===== src/rtl/second_barrel_shifter.sv =====
// Registered barrel rotator: rotates a WIDTH-bit word right or left by 0..WIDTH-1
// positions, one result per valid input, one cycle of latency.
module second_barrel_shifter #(
    parameter int WIDTH = 8,
    parameter int AMT_W = 3
) (
    input  logic             clk_in,
    input  logic             rst_n_in,
    input  logic [WIDTH-1:0] a_in,
    input  logic [AMT_W-1:0] amt_in,
    input  logic             sel_in,
    input  logic             valid_in,
    output logic [WIDTH-1:0] out_out,
    output logic             valid_out
);

    function automatic logic [WIDTH-1:0] bit_rev(input logic [WIDTH-1:0] x);
        logic [WIDTH-1:0] r;
        for (int i = 0; i < WIDTH; i++) begin
            r[i] = x[WIDTH-1-i];
        end
        return r;
    endfunction

    // Right rotate by a fixed, non-zero power-of-two distance below WIDTH.
    function automatic logic [WIDTH-1:0] rotr_pow2(input logic [WIDTH-1:0] x, input int sh);
        return (x >> sh) | (x << (WIDTH - sh));
    endfunction

    logic [WIDTH-1:0] rot_d;
    logic [WIDTH-1:0] out_d;
    logic             valid_d;
    logic [WIDTH-1:0] out_q;
    logic             valid_q;

    // Left rotate is done as reverse -> rotate right -> reverse, sharing one rotator.
    always_comb begin
        logic [WIDTH-1:0] v;
        v = sel_in ? bit_rev(a_in) : a_in;
        for (int s = 0; s < AMT_W; s++) begin
            if (amt_in[s]) begin
                v = rotr_pow2(v, 1 << s);
            end
        end
        rot_d = sel_in ? bit_rev(v) : v;
    end

    always_comb begin
        out_d   = valid_in ? rot_d : out_q;
        valid_d = valid_in;
    end

    always_ff @(posedge clk_in or negedge rst_n_in) begin
        if (!rst_n_in) begin
            out_q   <= '0;
            valid_q <= 1'b0;
        end else begin
            out_q   <= out_d;
            valid_q <= valid_d;
        end
    end

    assign out_out   = out_q;
    assign valid_out = valid_q;

endmodule


===== config.mk =====
export PLATFORM = sky130hd
export DESIGN_NAME = second_barrel_shifter
export DESIGN_NICKNAME = d
export VERILOG_FILES = /design/src/rtl/second_barrel_shifter.sv
export SDC_FILE = /design/constraint.sdc
export NUM_CORES = 1
export LEC_CHECK = 0
export CAP_MARGIN = 15
export CORE_MARGIN = 2
export CORE_UTILIZATION = 38
export CTS_CLUSTER_DIAMETER = 200
export DETAILED_ROUTE_END_ITERATION = 6
export GPL_TIMING_DRIVEN = 0
export HOLD_SLACK_MARGIN = 0.06
export PLACE_DENSITY = 0.63
export SYNTH_ARGS = -nofsm -noshare
export SYNTH_HDL_FRONTEND = slang
export SYNTH_SLANG_ARGS = --single-unit

===== constraint.sdc =====
create_clock -name clk_in -period 1 [get_ports clk_in]
set_input_delay 0.25 -clock clk_in [delete_from_list [all_inputs] [get_ports clk_in]]
set_output_delay 0.25 -clock clk_in [all_outputs]
set_load 0.1 [all_outputs]

; ---- Word-level counts from Yosys, hierarchy flattened
; Cells that the tools add are included.
[word_totals]
reg_bits = 9
latchBits = 0
ramBits = 0
rom_bits = 0
input_bits = 15
out_inout_bits = 9
elab_cells = 10
memories = 0
[op_classes]
add_sub_neg = 0
multipliers = 0
div = 0
magnitude_cmp = 0
n_eq_ne = 0
shifts = 0
mux = 5
n_bitwise = 3
n_reduce_logical = 0
[ops]
columns = cell, n
row1 = 8-bit 2-to-1 mux, 5
row2 = 4-bit by 8-bit OR with 8-bit output, 1
row3 = 6-bit by 8-bit OR with 8-bit output, 1
row4 = 7-bit by 8-bit OR with 8-bit output, 1

; ---- Depth between registers and ports, before layout
; Gate-level depths: netlist of the first run.
[logic_depth]
depth_word = 8
ltp_mapped = 6

; ---- Worst setup path before layout of the first run
; No wires, ideal clock.
[synth_path]
path_kind = in2reg
from = input port amt_in[2]
to = register out_q[2], in the netlist out_out[2]
arrival_time_ns = 1.377
required_ns = 0.860
path_slack_ns = -0.516
cell_stages = 5
path_buffers = 1
cell_sequence = buf_6 > mux4_2 > mux2_2 > mux2i_1 > o221ai_1
[synth_between]
elab_chain_cells = 2
[synth_rtl]
columns = element, line_no
row1 = "start, declared", 10  ; input logic [AMT_W-1:0] amt_in,
row2 = 8-bit 2-to-1 mux, 41  ; if (amt_in[s]) begin
row3 = 8-bit 2-to-1 mux, 45  ; rot_d = sel_in ? bit_rev(v) : v;
row4 = "end signal, assigned", 58  ; out_q <= out_d;
row5 = "end, declared", 33  ; logic [WIDTH-1:0] out_q;
; No other way between the ends.
; A chain may end at the register's enable or synchronous reset.

; ---- Worst setup path after layout of the first run
[layout_path]
from = input port amt_in[0]
to = register out_q[7], in the netlist out_out[7]
[layout_between]
elab_chain_cells = 6
[layout_rtl]
columns = element, line_no
row1 = 8-bit 2-to-1 mux (*), 41
row2 = 6-bit by 8-bit OR with 8-bit output, 27  ; return (x >> sh) | (x << (WIDTH - sh));
row3 = 8-bit 2-to-1 mux (*), 41
row4 = 4-bit by 8-bit OR with 8-bit output, 27
row5 = 8-bit 2-to-1 mux (*), 41
row6 = 8-bit 2-to-1 mux (*), 45
; Mark *: on every way between the ends. The rest lies on a longest branch, timed or not.

==> key figures, run 1 <==
Die
  – Top Ports: 24
  – Starting density of the core: 39.5%
  – # rows: 17
  – Die height: around 51 µm
  – Die Width: between 50 and 60 µm
  – Core Area: 2170 µm²
  – Die ar.: 2650 µm²

Status
  – Violations in the final reports: negative setup slack
  – Outcome: finished with violations

Timing
  – Pins Over Slew Limit: 0
  – Setup Skew: 0 ps
  – Finish-stage setup viols: 17
  – Unrepaired setup endpoints after global routing: yes
  – Minimum clock period: between 1000 and 1500 ps
  – Final critical-path setup slack: -359 ps
  – Achievable Freq: 736 MHz
  – Final Hold Fails: 0
  – Actual slew at the worst max-slew pin: 393 ps
  – Final Cycle Share: 136%
  – Max_slew headroom: about 74%

Logic synthesis
  – Mapped Cells: slightly above 60
  – Synth cell count leaders: 13 x mux4_2, 12 x mux2i_1, 9 x dfrtp_1, 9 x nand2b_1, 8 x o221ai_1
  – Yosys cell types: 14
  – Mux cell area share after synthesis: 53.9%
  – Post-Syn Area: 857 µm²
  – EDFF count, synth: 0
  – Synth warnings: 0
  – Syn nets: 76
  – Most numerous cell in the Yosys netlist: mux4_2
  – Async SR Flop Fraction: between 90% and 100%
  – Leading cell types by total area after synthesis: mux4_2 34%, dfrtp_1 26%, mux2i_1 14%, o221ai_1 8.2%, nand2b_1 6.6%
  – Synth top area share: 34.2%
  – Yosys top cell by area: mux4_2
  – Seq/Total Area, Yosys: between 20% and 30%
  – Synth Area in Compound Gates: under 10%
  – Post-Synth Simple-Gate Area: around 7%
  – Ys flop type: dfrtp_1
  – Adder-cell share of the synthesized area: 0%
  – XOR/XNOR Fraction of Synth Area: 1.02%
  – Largest family of logic cells by synthesized area: multiplexers
  – Syn_area_per_cell: roughly 14 µm²
  – Post-synthesis register bit count: 9

Clock tree
  – Max Root-Sink Buffers: 2
  – Clk sinks: 9
  – CTS tree: done
  – Worst-skew pair later-pin latency: 270 ps
  – TritonCTS buffer count: 3
  – Htree depth: 1
  – Root buf cell: clkbuf_4
  – Worst-path clk slew: 60 ps

Routing
  – Via count: 708
  – First-pass iteration count of the detailed router: 4
  – First DRT Iteration DRCs: 17
  – DR WL/cell: ~18 µm
  – Routed vias/inst: 5.90
  – Routed wire length: roughly 2.1 mm
  – Post-route DRC: 0
  – Routed Antenna Nets: 0

Cells and area
  – Area Overhead vs Synth: 62.3%
  – Ant. Diodes: 0
  – Final nets: 108
  – Fillcell total: approximately 170
  – Non-filler cells, final: between 100 and 150
  – Layout cells sized above 1: approximately 66%
  – Final instance area: about 1400 µm²

Pwr
  – Pleak: between 0.5 and 0.6 nW
  – Cell area power density: around 1400 nW/µm²
  – Peak VDD IR: 793 µV

Critical path
  – Crit-path cells: buf_12 > mux4_2 > mux2_4 > mux2i_2 > o221ai_1
  – R2R cell count: 3
  – Reg2reg end: out_out[5]
  – Setup CP Type: input port to register
  – Buf+Inv Stages, Crit Path: 1
  – Max Fanout on Critical Path: 4
  – Data required time of the critical path: roughly 1100 ps
  – CP max-delay cell: mux4_2
  – Critical Path Start: amt_in[0]
  – R2r setup slk: roughly 150 ps
  – Delay-heaviest family, CP: multiplexers
  – Critical path capture point type: register
  – Crit path arrival time: 1490 ps
  – Crit path largest cell delay: 520 ps
  – CP startpoint kind: input port
  – R2R Path Start: out_out[5]

Placed design
  – Dpl cell area: roughly 1100 µm²
  – Placed cells: between 100 and 150
  – RePlAce Congestion: ~0.8
  – DP Wirelength: 1.45 mm
  – IO Port Bufs: 22

Global routing
  – Gr usage total: between 10% and 20%
  – First-pass GRT wire length: 3.35 mm
  – Largest net degree at the start of global routing: 12
  – Vias in the first global route: just over 700
  – Gr ovfl total: 0
  – Initial antenna violation count: 0

Hold path
  – Hold Path Class: input port to asynchronous set/reset pin

Run
  – Max-cap violations: 0
[final cells by class]
type / count / area [µm²] / share of cell area [%]
buffer: 4 / 60.1 / 4.32
clock buffer: 4 / 26.3 / 1.89
sequential: 9 / 234 / 16.8
timing repair buffer: 28 / 348 / 25.0
multi-input combinational: 47 / 688 / 49.5
tap: 28 / 35.0 / 2.52
[flip-flops by register name, summed over array words and instances, names as in the netlist]
name	flops
out_out	8
valid_out	1
[cells by family after synthesis]
family          after synthesis
buf+inv                       5
flops                         9
xor+xnor                      1
mux                          28
compound gates                8
simple gates                 10
[placed cells by master, fill, tap and decap left out, types with 4 or more instances in the layout]
master         count
buf_12             8
mux2i_1            8
buf_4              6
mux4_2            14
dfrtp_2            7
nand2b_1           8
buf_6              7
dlygate4sd2_1      4
o221ai_1           5
[timing repair]
| item | 4_1_cts | 5_1_grt |
|---|---|---|
| setup endpoints to repair | 17 | 17 |
| hold buffers | 0 | 0 |
| setup buffers | 4 | 2 |
| pin swaps | 4 | 3 |
| cloned | 0 | 0 |
| resized for setup | 130 | 15 |
[metrics by stage]
step	hold WS [ps]	setup slack (ps)	utilization, %	total power, W	setup TNS [ps]
2_1_floorplan	-45.6	-506	-	0.00114	-4290
3_3_place_gp	487	-1300	52.2	0.00139	-16490
3_5_place_dp	486	-1330	52.2	0.00139	-16770
4_1_cts	281	-338	60.0	0.00184	-3440
5_1_grt	305	-376	64.1	0.00201	-4010
6_report	271	-359	64.1	0.00192	-3570
[worst max-delay path by stage]
stage	endpoint	slack [ps]	cells after the start
global placement	out_out[4]	-1300	6
detailed placement	out_out[3]	-1330	6
finish	out_out[7]	-360	5
global route	out_out[7]	-380	5
CTS	out_out[2]	-340	5
floorplan	out_out[3]	-510	5
[report_power, final]
group	internal, W	switching, W
Combinational	0.000483	0.000666
Clock	0.000154	0.000135
Sequential	0.000427	0.0000497
[worst reg2reg max path, cell delays in order, from the launching register on]
cell	delay, ps
dfrtp_2	420
buf_4	140
nand2b_1	80
o221ai_2	90
[per-layer routing]
metal / share of wire [%] / global-route usage, %
met1: 41 / 20.9
met4: 1.5 / 7.89
met5: 0 / 0
met3: 5.1 / 2.59
met2: 52 / 29.7
Power figures use the tool's default switching activity.
==> inputs of run 2 (changes only) <==
--- a/config.mk
+++ b/config.mk
@@ -9,6 +9,7 @@
 export CORE_MARGIN = 2
 export CORE_UTILIZATION = 38
 export CTS_CLUSTER_DIAMETER = 200
+export CTS_CLUSTER_SIZE = 30
 export DETAILED_ROUTE_END_ITERATION = 6
 export GPL_TIMING_DRIVEN = 0
 export HOLD_SLACK_MARGIN = 0.06
==> results of run 2 <==
The final DEF is identical to that of run 1; final timing and power are the same.
